===== config.mk =====
export PLATFORM = sky130hd
export DESIGN_NAME = egg_count_ctrl
export DESIGN_NICKNAME = d
export VERILOG_FILES = /design/src/rtl/egg_pkg.sv /design/src/rtl/key_debounce.sv /design/src/rtl/egg_count_ctrl.sv
export SDC_FILE = /design/constraint.sdc
export NUM_CORES = 1
export LEC_CHECK = 0
export CAP_MARGIN = 20
export CELL_PAD_IN_SITES_DETAIL_PLACEMENT = 0
export CELL_PAD_IN_SITES_GLOBAL_PLACEMENT = 1
export CORE_MARGIN = 10
export CORE_UTILIZATION = 42
export CTS_CLUSTER_DIAMETER = 80
export CTS_CLUSTER_SIZE = 16
export DETAILED_ROUTE_END_ITERATION = 8
export GPL_TIMING_DRIVEN = 0
export HOLD_SLACK_MARGIN = 0.02
export PLACE_DENSITY = 0.75
export SYNTH_ARGS = -nofsm -noshare
export SYNTH_HDL_FRONTEND = slang
export SYNTH_HIERARCHICAL = 1
export SYNTH_SLANG_ARGS = --single-unit

===== constraint.sdc =====
create_clock -name clk -period 2.3 [get_ports clk]
set_input_delay 0.46 -clock clk [delete_from_list [all_inputs] [get_ports clk]]
set_output_delay 0.46 -clock clk [all_outputs]
set_load 0.01 [all_outputs]

===== src/rtl/egg_pkg.sv =====
// rtl/egg_pkg.sv - shared widths, debounce state encoding and counter sizing for the egg counter
package egg_pkg;

  localparam int MAX_EGGS_DEF = 4;
  localparam int NUM_W        = 3;

  typedef enum logic [1:0] {
    IDLE,
    CONFIRM_PRESS,
    HELD,
    CONFIRM_RELEASE
  } deb_state_t;

  // Bits needed to count 0..n-1, never less than one bit.
  function automatic int cnt_w(input int n);
    return (n <= 2) ? 1 : $clog2(n);
  endfunction

endpackage


===== src/rtl/key_debounce.sv =====
// rtl/key_debounce.sv - synchronizes one raw key and emits a single press pulse per debounced press
module key_debounce
  import egg_pkg::*;
#(
  parameter int DEBOUNCE_MS = 20
) (
  input  logic clk,
  input  logic rst,
  input  logic raw,
  output logic press
);

  localparam int            CW       = cnt_w(DEBOUNCE_MS);
  localparam logic [CW-1:0] CNT_LAST = CW'(DEBOUNCE_MS - 1);

  logic          meta;
  logic          sync;
  deb_state_t    state;
  deb_state_t    state_nxt;
  logic [CW-1:0] cnt;
  logic [CW-1:0] cnt_nxt;
  logic          armed;
  logic          armed_nxt;

  always_ff @(posedge clk) begin
    if (rst) begin
      meta  <= 1'b0;
      sync  <= 1'b0;
      state <= IDLE;
      cnt   <= '0;
      armed <= 1'b0;
    end else begin
      meta  <= raw;
      sync  <= meta;
      state <= state_nxt;
      cnt   <= cnt_nxt;
      armed <= armed_nxt;
    end
  end

  // After reset IDLE stays disarmed until a full debounce window of lows,
  // so a key held through reset never produces a pulse.
  always_comb begin
    state_nxt = state;
    cnt_nxt   = cnt;
    armed_nxt = armed;
    press     = 1'b0;
    case (state)
      IDLE: begin
        if (!armed) begin
          if (sync) begin
            cnt_nxt = '0;
          end else if (cnt == CNT_LAST) begin
            armed_nxt = 1'b1;
            cnt_nxt   = '0;
          end else begin
            cnt_nxt = cnt + 1'b1;
          end
        end else if (sync) begin
          state_nxt = CONFIRM_PRESS;
          cnt_nxt   = '0;
        end
      end
      CONFIRM_PRESS: begin
        if (!sync) begin
          state_nxt = IDLE;
          cnt_nxt   = '0;
        end else if (cnt == CNT_LAST) begin
          state_nxt = HELD;
          cnt_nxt   = '0;
          press     = 1'b1;
        end else begin
          cnt_nxt = cnt + 1'b1;
        end
      end
      HELD: begin
        if (!sync) begin
          state_nxt = CONFIRM_RELEASE;
          cnt_nxt   = '0;
        end
      end
      CONFIRM_RELEASE: begin
        if (sync) begin
          state_nxt = HELD;
          cnt_nxt   = '0;
        end else if (cnt == CNT_LAST) begin
          state_nxt = IDLE;
          armed_nxt = 1'b1;
          cnt_nxt   = '0;
        end else begin
          cnt_nxt = cnt + 1'b1;
        end
      end
      default: begin
        state_nxt = IDLE;
        cnt_nxt   = '0;
      end
    endcase
  end

endmodule


===== src/rtl/egg_count_ctrl.sv =====
// rtl/egg_count_ctrl.sv - debounced add/take/clear keys driving a saturating egg count with error flag
module egg_count_ctrl
  import egg_pkg::*;
#(
  parameter int MAX_EGGS    = MAX_EGGS_DEF,
  parameter int DEBOUNCE_MS = 20,
  parameter int ERR_MS      = 500
) (
  input  logic             clk,
  input  logic             rst,
  input  logic             btn_add,
  input  logic             btn_take,
  input  logic             btn_clr,
  output logic [NUM_W-1:0] num,
  output logic             full,
  output logic             empty,
  output logic             err
);

  localparam logic [NUM_W-1:0] MAX_NUM  = NUM_W'(MAX_EGGS);
  localparam int               TW       = cnt_w(ERR_MS);
  localparam logic [TW-1:0]    ERR_LOAD = TW'(ERR_MS - 1);

  logic             add_p;
  logic             take_p;
  logic             clr_p;
  logic [NUM_W-1:0] num_nxt;
  logic             err_trig;
  logic [TW-1:0]    err_tmr;

  key_debounce #(.DEBOUNCE_MS(DEBOUNCE_MS)) u_add (
    .clk(clk), .rst(rst), .raw(btn_add), .press(add_p)
  );
  key_debounce #(.DEBOUNCE_MS(DEBOUNCE_MS)) u_take (
    .clk(clk), .rst(rst), .raw(btn_take), .press(take_p)
  );
  key_debounce #(.DEBOUNCE_MS(DEBOUNCE_MS)) u_clr (
    .clk(clk), .rst(rst), .raw(btn_clr), .press(clr_p)
  );

  // Clear wins outright; simultaneous add and take cancel without error.
  always_comb begin
    num_nxt  = num;
    err_trig = 1'b0;
    if (clr_p) begin
      num_nxt = '0;
    end else if (add_p && take_p) begin
      num_nxt = num;
    end else if (add_p) begin
      if (num < MAX_NUM) num_nxt = num + 1'b1;
      else               err_trig = 1'b1;
    end else if (take_p) begin
      if (num != '0) num_nxt = num - 1'b1;
      else           err_trig = 1'b1;
    end
  end

  always_ff @(posedge clk) begin
    if (rst) begin
      num     <= '0;
      err     <= 1'b0;
      err_tmr <= '0;
    end else begin
      num <= num_nxt;
      if (err_trig) begin
        err     <= 1'b1;
        err_tmr <= ERR_LOAD;
      end else if (err) begin
        if (err_tmr == '0) err <= 1'b0;
        else               err_tmr <= err_tmr - 1'b1;
      end
    end
  end

  assign full  = (num == MAX_NUM);
  assign empty = (num == '0);

endmodule


Yosys cells after proc, flatten, opt, wreduce, memory -nomap -nowiden
Index checks and enable logic that the tools add are counted.
Widths: inputs -> output; s select.
- bits in registers: 43
- $add $sub $neg: 6
- magnitude comparators: 1
- equal/unequal tests: 39
- muxes and demuxes: 85
- bitwise operators: 2
- reduce and logical (&&, ||, !) cells: 27
- operators with widths (operator ; number):
    $mux 5 ; 18
    $pmux 5 s4 ; 3
    $mux 2 ; 21
    $mux 1 ; 30
    $mux 9 ; 3
    $pmux 2 s4 ; 3
    $ne 2x1->1 const B ; 10
    $add 5x1->5 const B ; 3
    $eq 5x5->1 const B ; 3
    $reduce_and 5->1 ; 3
    $ne 2x2->1 const B ; 7
    $eq 2x2->1 const B ; 6
    $mux 3 ; 4
    $reduce_bool 2->1 ; 6
    $reduce_and 2->1 ; 5
    $logic_not 9->1 ; 1
    $ne 3x1->1 const B ; 3
    $ne 3x2->1 const B ; 3
    $ne 3x3->1 const B ; 3
    $reduce_and 3->1 ; 3
    $sub 9x1->9 const B ; 1
    $eq 2x1->1 const B ; 3
    $logic_not 2->1 ; 3
    $pmux 1 s2 ; 3
    10 further kinds ; 12

Logic depth before layout (Yosys ltp)
Gate-level depths: netlist of the first run.
- depth in word-level cells: 10
- mapped depth: 9
- depth with buffers taken out: 9

By module
Netlist of the first run, hierarchy kept.
- modules (own cells, without submodules) (module ; instances ; cells each ; area an instance (um^2)):
    key_debounce (u_add ...) ; 2 ; 61 ; 549.3
    egg_count_ctrl ; 1 ; 78 ; 696.9
    key_debounce (u_clr) ; 1 ; 68 ; 571.8

Worst setup path after synthesis of the first run
No wires, ideal clock.
- path kind: reg2reg
- from: register u_add.cnt[0]
- to: register num[2]
- setup time: 0.070 ns
- arrival: 2.361 ns
- required time: 2.230 ns
- setup slack: -0.131 ns
- stages on the path, launching flop included: 10
- path through: dfxtp_1 -> ha_1 -> nand4bb_2 -> or2_2 -> nor3b_1 -> inv_1 -> fa_1 -> xor2_1 -> or3_1 -> a21boi_1
- longest elaborated chain between the ends: 7
- RTL lines (element ; line ; text):
    start, declared ; key_debounce.sv:20 ; logic [CW-1:0] cnt;
    start signal, assigned ; key_debounce.sv:36 ; cnt <= cnt_nxt;
    $eq 5x5->1 * ; key_debounce.sv:68 ; end else if (cnt == CNT_LAST) begin
    $mux 1 * ; key_debounce.sv:68 ;
    $mux 1 * ; key_debounce.sv:65 ; if (!sync) begin
    $mux 1 * ; key_debounce.sv:48 ; case (state)
    net add_p ; egg_count_ctrl.sv:24 ; logic add_p;
    parallel branches: the longest is 3 deep, another holds $reduce_and 4->1 ; - ;
    end signal, assigned ; egg_count_ctrl.sv:64 ; num <= num_nxt;
    end, declared ; egg_count_ctrl.sv:14 ; output logic [NUM_W-1:0] num,
Mark *: on every way through the listed nets, which the timed path passes.
A chain may end at the register's enable or synchronous reset.

Worst setup path after layout of the first run
- from: register num[0]
- to: output port empty
- longest elaborated chain between the ends: 1
- RTL lines (element ; line ; text):
    $logic_not 3->1 ; egg_count_ctrl.sv:76 ; assign empty = (num == '0);
    end, declared ; egg_count_ctrl.sv:16 ; output logic empty,
No other way between the ends.

==> results.json, run 1 <==
{
  "cts_sinks": 43,
  "ys_ff_latch": 43,
  "synth_top_cell_by_area": "dfxtp_1",
  "insertion_delay_ps": 290,
  "place_congestion": 0.785,
  "synth_common_cells": "43 x dfxtp_1, 30 x nor2_1, 16 x a21oi_1, 16 x nand2_1, 13 x xnor2_1",
  "worst_path_max_delay_cell": "clkdlybuf4s50_1",
  "grt_max_degree": 18,
  "die-width_um": 95.1,
  "fmax_mhz": 455,
  "syn_area_mm2": 0.00237,
  "first_pass_iters": 4,
  "ioPinCount": 11,
  "synth_most_common_cell": "dfxtp_1",
  "worstPathRequired_ps": 1840,
  "hold_class": "reg2reg",
  "rows": 27,
  "cp_max_fo": 6,
  "yosysUniqueCellTypes": 47,
  "dp_hpwl_um": 3020,
  "status": "completed",
  "core_mm2": 0.00547,
  "viasPerCell": 5.22,
  "dr.max_layer_used": "met4",
  "wl_met1_um": 2110,
  "cts_buffers": 5,
  "wl_met3_um": 102,
  "setup_viol": 0,
  "grt_pass1_wl_um": 7520,
  "cp_data_arrival_time_ps": 1740,
  "areaGrowthSynthToFinish_pct": 15.7,
  "relSlewSlack": 0.604,
  "irDropWorstVdd_mv": 0.376,
  "io_buffer_count": 10,
  "fin_crit_ps": 2200,
  "synthCells": 268,
  "synth-async-reset-ratio": 0,
  "whs_ps": 441,
  "floorplan.initialDensity": 0.433,
  "drive_gt1_frac": 0.142,
  "slowest_delay_ps": 540,
  "maxCapViolCount": 0,
  "ys_seq_area_frac": 0.364,
  "clk_pin_slew_ps": 80,
  "synth_edf_count": 0,
  "drt_iter0_drc": 50,
  "wl_per_cell_um": 12.1,
  "cts_max_level": 2,
  "synth_area_per_cell_um2": 8.83,
  "cts_tree": "built",
  "critPathKind": "reg2out",
  "yosysTopAreaCellShare": 0.364,
  "syn_nets": 279,
  "utilization": 0.500,
  "grt_pass1_vias": 1696,
  "crit_chain": "or3_1 > inv_1 > clkdlybuf4s50_1",
  "ys_top_cells_by_area": "dfxtp_1 36%, xnor2_1 4.8%, nor2_1 4.8%, buf_6 3.8%, a21oi_1 3.4%",
  "critPathCaptureType": "output pin",
  "fin_nets": 299,
  "wl_um": 4370,
  "skew_ps": 9.25,
  "ant_nets": 0,
  "startpoint_type": "flop",
  "fin_crit_sh": 0.955,
  "powerDensity_mw_per_mm2": 489,
  "drc": 0,
  "p_leak_nw": 0.963,
  "tightest_slew_ps": 591,
  "final_hold_viol_count": 0,
  "drv_slew": 0,
  "via_count": 1884,
  "diodes": 0,
  "cts_buffer_depth": 2,
  "dieArea_mm2": 0.00904,
  "die_h_um": 95.1,
  "grt.total_usage": 0.100,
  "rsz0062_at_grt": "false",
  "antenna_found_initial": 0,
  "root_buffer": "clkbuf_8",
  "ys_warn_count": 6,
  "synthFlopType": "dfxtp_1",
  "wl_met2_um": 2130,
  "gr-total-overflow": 0
}
path summary, 6_finish.rpt:
kind	start	endpoint	slack, ps	cells past startpoint
hold reg to reg	u_take/meta	u_take/sync	440	1
hold / removal	u_take/meta	u_take/sync	440	1
setup reg to reg	u_add/cnt[0]	num[2]	130	9
setup / recovery	num[0]	empty	100	3
metrics by stage:
step / total power, W / setup TNS, ps / std cells / area, um2 / setup WS, ps
after floorplan: 0.000867 / 0 / 268 / 2380 / 54.4
after global placement: 0.000893 / -153 / 350 / 2570 / -153
after detailed placement: 0.000893 / -149 / 350 / 2570 / -149
after CTS: 0.00136 / 0 / 359 / 2690 / 24.1
after global routing: 0.00141 / 0 / 361 / 2740 / 7.52
final: 0.00134 / 0 / 361 / 2740 / 103
critical path: cells and delay by family (launching register included):
| family | cells | cell delay [ps] |
|---|---|---|
| buffers and inverters | 2 | 640 |
| AND/OR/NAND/NOR | 1 | 440 |
| flip-flops | 1 | 370 |
power breakdown:
| part | internal, W | switching (W) |
|---|---|---|
| Combinational | 0.0000521 | 0.0000481 |
| Sequential | 0.000763 | 0.0000185 |
| Clock | 0.000213 | 0.000245 |
registers in the layout, indices dropped and copies added (netlist names), named ones only:
signal	flops
err_tmr	9
u_add/cnt	5
u_clr/cnt	5
u_take/cnt	5
num	3
err	1
u_add/armed	1
u_add/meta	1
u_add/state	1
u_add/sync	1
u_clr/armed	1
u_clr/meta	1
u_clr/state	1
u_clr/sync	1
u_take/armed	1
u_take/meta	1
u_take/state	1
u_take/sync	1
layout make-up:
type | instances | area, um2
buffer | 13 | 120
multi-input combinational | 202 | 1420
sequential | 43 | 871
timing repair buffer | 13 | 123
tap | 72 | 90.1
fill | 544 | 2730
clock buffer | 7 | 76.3
inverter | 10 | 37.5
clock inverter | 1 | 5.00
timing repair:
action | CTS | global route
hold buffers | 0 | 0
resized for setup | 6 | 11
buffers inserted | 1 | 2
setup endpoints to repair | 1 | 10
pin swaps | 1 | 2
endpoints found under the hold margin | 0 | 0
layout by cell type, fill, tap and decap left out, types with 7 or more instances in the layout:
master           instances
xnor2_1                 13
clkdlybuf4s50_1         10
a31oi_1                  7
o21ai_0                 12
dfxtp_1                 39
inv_1                   10
nand3_1                  9
nand2_1                 16
nor3_1                  12
a21oi_1                 15
nor2b_1                  8
nor2_1                  30
buf_6                    8
cells by family (layout without fill, tap and decap cells):
group                    after synthesis  in the layout  synth area share
AO/OA/AOI/OAI                         56             56             0.149
XOR/XNOR                              17             17            0.0629
adder cells (fa/ha/maj)                6              6            0.0349
buffers and inverters                 23             44            0.0666
flip-flops                            43             43             0.364
multiplexers                           7              7            0.0301
AND/OR/NAND/NOR                      116            116             0.293
per-layer routing:
metal  GRT usage  up-vias
li1            -      994
met4      0.0337        0
met2       0.167       20
met5           0        -
met1       0.122      868
met3      0.0267        2
No activity file was read; power rests on OpenSTA's default activity.
==> run 2: changes to the inputs <==
--- a/config.mk
+++ b/config.mk
@@ -10,12 +10,13 @@
 export CELL_PAD_IN_SITES_GLOBAL_PLACEMENT = 1
 export CORE_MARGIN = 10
 export CORE_UTILIZATION = 42
-export CTS_CLUSTER_DIAMETER = 80
+export CTS_CLUSTER_DIAMETER = 200
 export CTS_CLUSTER_SIZE = 16
 export DETAILED_ROUTE_END_ITERATION = 8
 export GPL_TIMING_DRIVEN = 0
 export HOLD_SLACK_MARGIN = 0.02
 export PLACE_DENSITY = 0.75
+export SKIP_LAST_GASP = 1
 export SYNTH_ARGS = -nofsm -noshare
 export SYNTH_HDL_FRONTEND = slang
 export SYNTH_HIERARCHICAL = 1
==> results of run 2 <==
Final layout, timing and power as in run 1 (identical DEF).
==> run 3: changes to the inputs <==
--- a/config.mk
+++ b/config.mk
@@ -8,7 +8,7 @@
 export CAP_MARGIN = 20
 export CELL_PAD_IN_SITES_DETAIL_PLACEMENT = 0
 export CELL_PAD_IN_SITES_GLOBAL_PLACEMENT = 1
-export CORE_MARGIN = 10
+export CORE_ASPECT_RATIO = 0.9
 export CORE_UTILIZATION = 42
 export CTS_CLUSTER_DIAMETER = 200
 export CTS_CLUSTER_SIZE = 16
==> run 3 against run 2 <==
Net effect: global-route usage increased by 6.4 points; clock skew shrank 2.4 ps; cell area about the same; critical path depth is 5 higher; critical path type is now reg2reg; critical endpoint is now num[2]; largest cell class unchanged; highest routed layer unchanged.
==> results.json, run 3 (same netlist as run 1, synthesis figures left out) <==
{
  "die-width_um": 81.1,
  "cp_data_arrival_time_ps": 2440,
  "hold_class": "reg2reg",
  "largest_register": "err_tmr",
  "rsz0062_at_grt": "true",
  "cts_tree": "built",
  "rr_worst_depth": 8,
  "p_clk_frac": 0.404,
  "areaGrowthSynthToFinish_pct": 15.6,
  "critPathKind": "reg2reg",
  "floorplan.initialDensity": 0.443,
  "power_frac_comb": 0.068,
  "die_h_um": 73.2,
  "gr-total-overflow": 0,
  "ant_nets": 0,
  "worst_slack_ps": 98.5,
  "place_congestion": 0.736,
  "io_buffer_count": 10,
  "drt_iter0_drc": 81,
  "cts_buffers": 5,
  "maxCapViolCount": 0,
  "cts_buffer_depth": 2,
  "hold_end": "u_add/sync",
  "cts_max_level": 2,
  "clk_pin_slew_ps": 90,
  "fill_cells": 523,
  "skew_ps": 6.82,
  "fin_crit_sh": 0.957,
  "p_switching_w": 0.000343,
  "final_area_mm2": 0.00274,
  "final_cell_mix": "39 x dfxtp_1, 30 x nor2_1, 16 x nand2_1, 16 x a21oi_1, 13 x xnor2_1",
  "final_hold_viol_count": 0,
  "viasPerCell": 5.24,
  "dp_hpwl_um": 3010,
  "holdPathStages": 1,
  "hp-start": "u_add/meta",
  "root_buffer": "clkbuf_8",
  "multi_input_area_mm2": 0.00140,
  "pre_cts_ws_ps": -148,
  "grt_pass1_wl_um": 7590,
  "via_count": 1860,
  "fin_crit_ps": 2200,
  "slowest_delay_ps": 370,
  "diodes": 0,
  "cp_max_fo": 6,
  "dpl-instance-area_mm2": 0.00256,
  "hold_buffers": 0,
  "insertion_delay_ps": 300,
  "drv_slew": 0,
  "rows": 25,
  "critPathCaptureType": "flop",
  "crit_chain": "ha_2 > nand4bb_2 > or2_2 > nor3b_2 > nor2b_1 > a21oi_1 > or3_1 > a21boi_1",
  "powerDensity_mw_per_mm2": 542,
  "grt.total_usage": 0.165,
  "dp_cells": 345,
  "worstPathRequired_ps": 2540,
  "fmax_mhz": 454,
  "layout_commonest_cell": "dfxtp_1",
  "grt_pass1_vias": 1702,
  "irDropWorstVdd_mv": 0.337,
  "r2r-end": "num[2]",
  "tightest_slew_ps": 613,
  "drive_gt1_frac": 0.139,
  "fin_nets": 298,
  "first_pass_iters": 4,
  "sw_frac_of_total": 0.232,
  "setup_viol": 0,
  "drc": 0,
  "seq_power_share": 0.527,
  "r2r_slack_ps": 100,
  "ioPinCount": 11,
  "wl_per_cell_um": 12.2,
  "utilization": 0.512,
  "largest_reg_flops": 9,
  "startpoint_type": "flop",
  "register_area_um2": 871,
  "status": "completed",
  "relSlewSlack": 0.590,
  "core_mm2": 0.00535,
  "p_leak_nw": 0.971,
  "antenna_found_initial": 0,
  "worst_path_max_delay_cell": "or3_1",
  "final_cells": 355,
  "r2r_start": "u_take/cnt[1]",
  "cts_sinks": 43,
  "dieArea_mm2": 0.00594,
  "internal_power_w": 0.00114,
  "tns_ps": 0,
  "wl_um": 4350,
  "grt_max_degree": 18
}
[run 3: worst max path at each step]
stage / start / to / slack (ps) / cells past startpoint
floorplan: u_add/cnt[0] / num[2] / 50 / 9
global placement: u_add/cnt[1] / num[2] / -120 / 9
detailed placement: u_add/cnt[1] / num[2] / -150 / 9
CTS: u_add/cnt[1] / num[2] / 40 / 9
global route: u_take/cnt[1] / num[2] / -10 / 8
finish: u_take/cnt[1] / num[2] / 100 / 8
[run 3: metrics by stage]
| stage | total power, W | hold WS, ps |
|---|---|---|
| after floorplan | 0.000867 | 414 |
| after global placement | 0.000893 | 416 |
| after detailed placement | 0.000894 | 426 |
| after CTS | 0.00151 | 447 |
| after global routing | 0.00155 | 462 |
| final | 0.00148 | 443 |
[run 3: per-layer routing]
metal,GRT usage,vias up,share of wire
met5,0,-,0
met4,0.0655,0,0.017
met3,0.0375,9,0.029
met2,0.266,19,0.44
met1,0.211,837,0.52
li1,-,995,-
[run 3: layout make-up]
| cell class | instances | share of cell area |
|---|---|---|
| clock inverter | 3 | 0.0160 |
| clock buffer | 5 | 0.0251 |
| multi-input combinational | 202 | 0.510 |
| tap | 67 | 0.0306 |
| sequential | 43 | 0.318 |
| buffer | 13 | 0.0439 |
| timing repair buffer | 12 | 0.0421 |
| inverter | 10 | 0.0137 |
[run 3: repair_timing]
action,4_1_cts,5_1_grt
resized for setup,6,6
buffers inserted,1,1
endpoints found under the setup margin,1,10
pin swaps,1,2
[run 3: power by group through the flow]
stage | Sequential (W) | Combinational [W] | Clock (W)
3_5_place_dp | 0.000797 | 0.0000976 | 0
2_1_floorplan | 0.000793 | 0.0000738 | 0
5_1_grt | 0.000785 | 0.000114 | 0.000655
4_1_cts | 0.000782 | 0.000102 | 0.000625
6_report | 0.000782 | 0.000101 | 0.000599
3_3_place_gp | 0.000796 | 0.0000970 | 0
[run 3: critical path: cells and delay by family (launching register included)]
family | cells | cell delay (ps)
adders and majority gates | 1 | 200
AOI/OAI and AO/OA | 2 | 290
DFF | 1 | 360
and+or+nand+nor | 5 | 1290
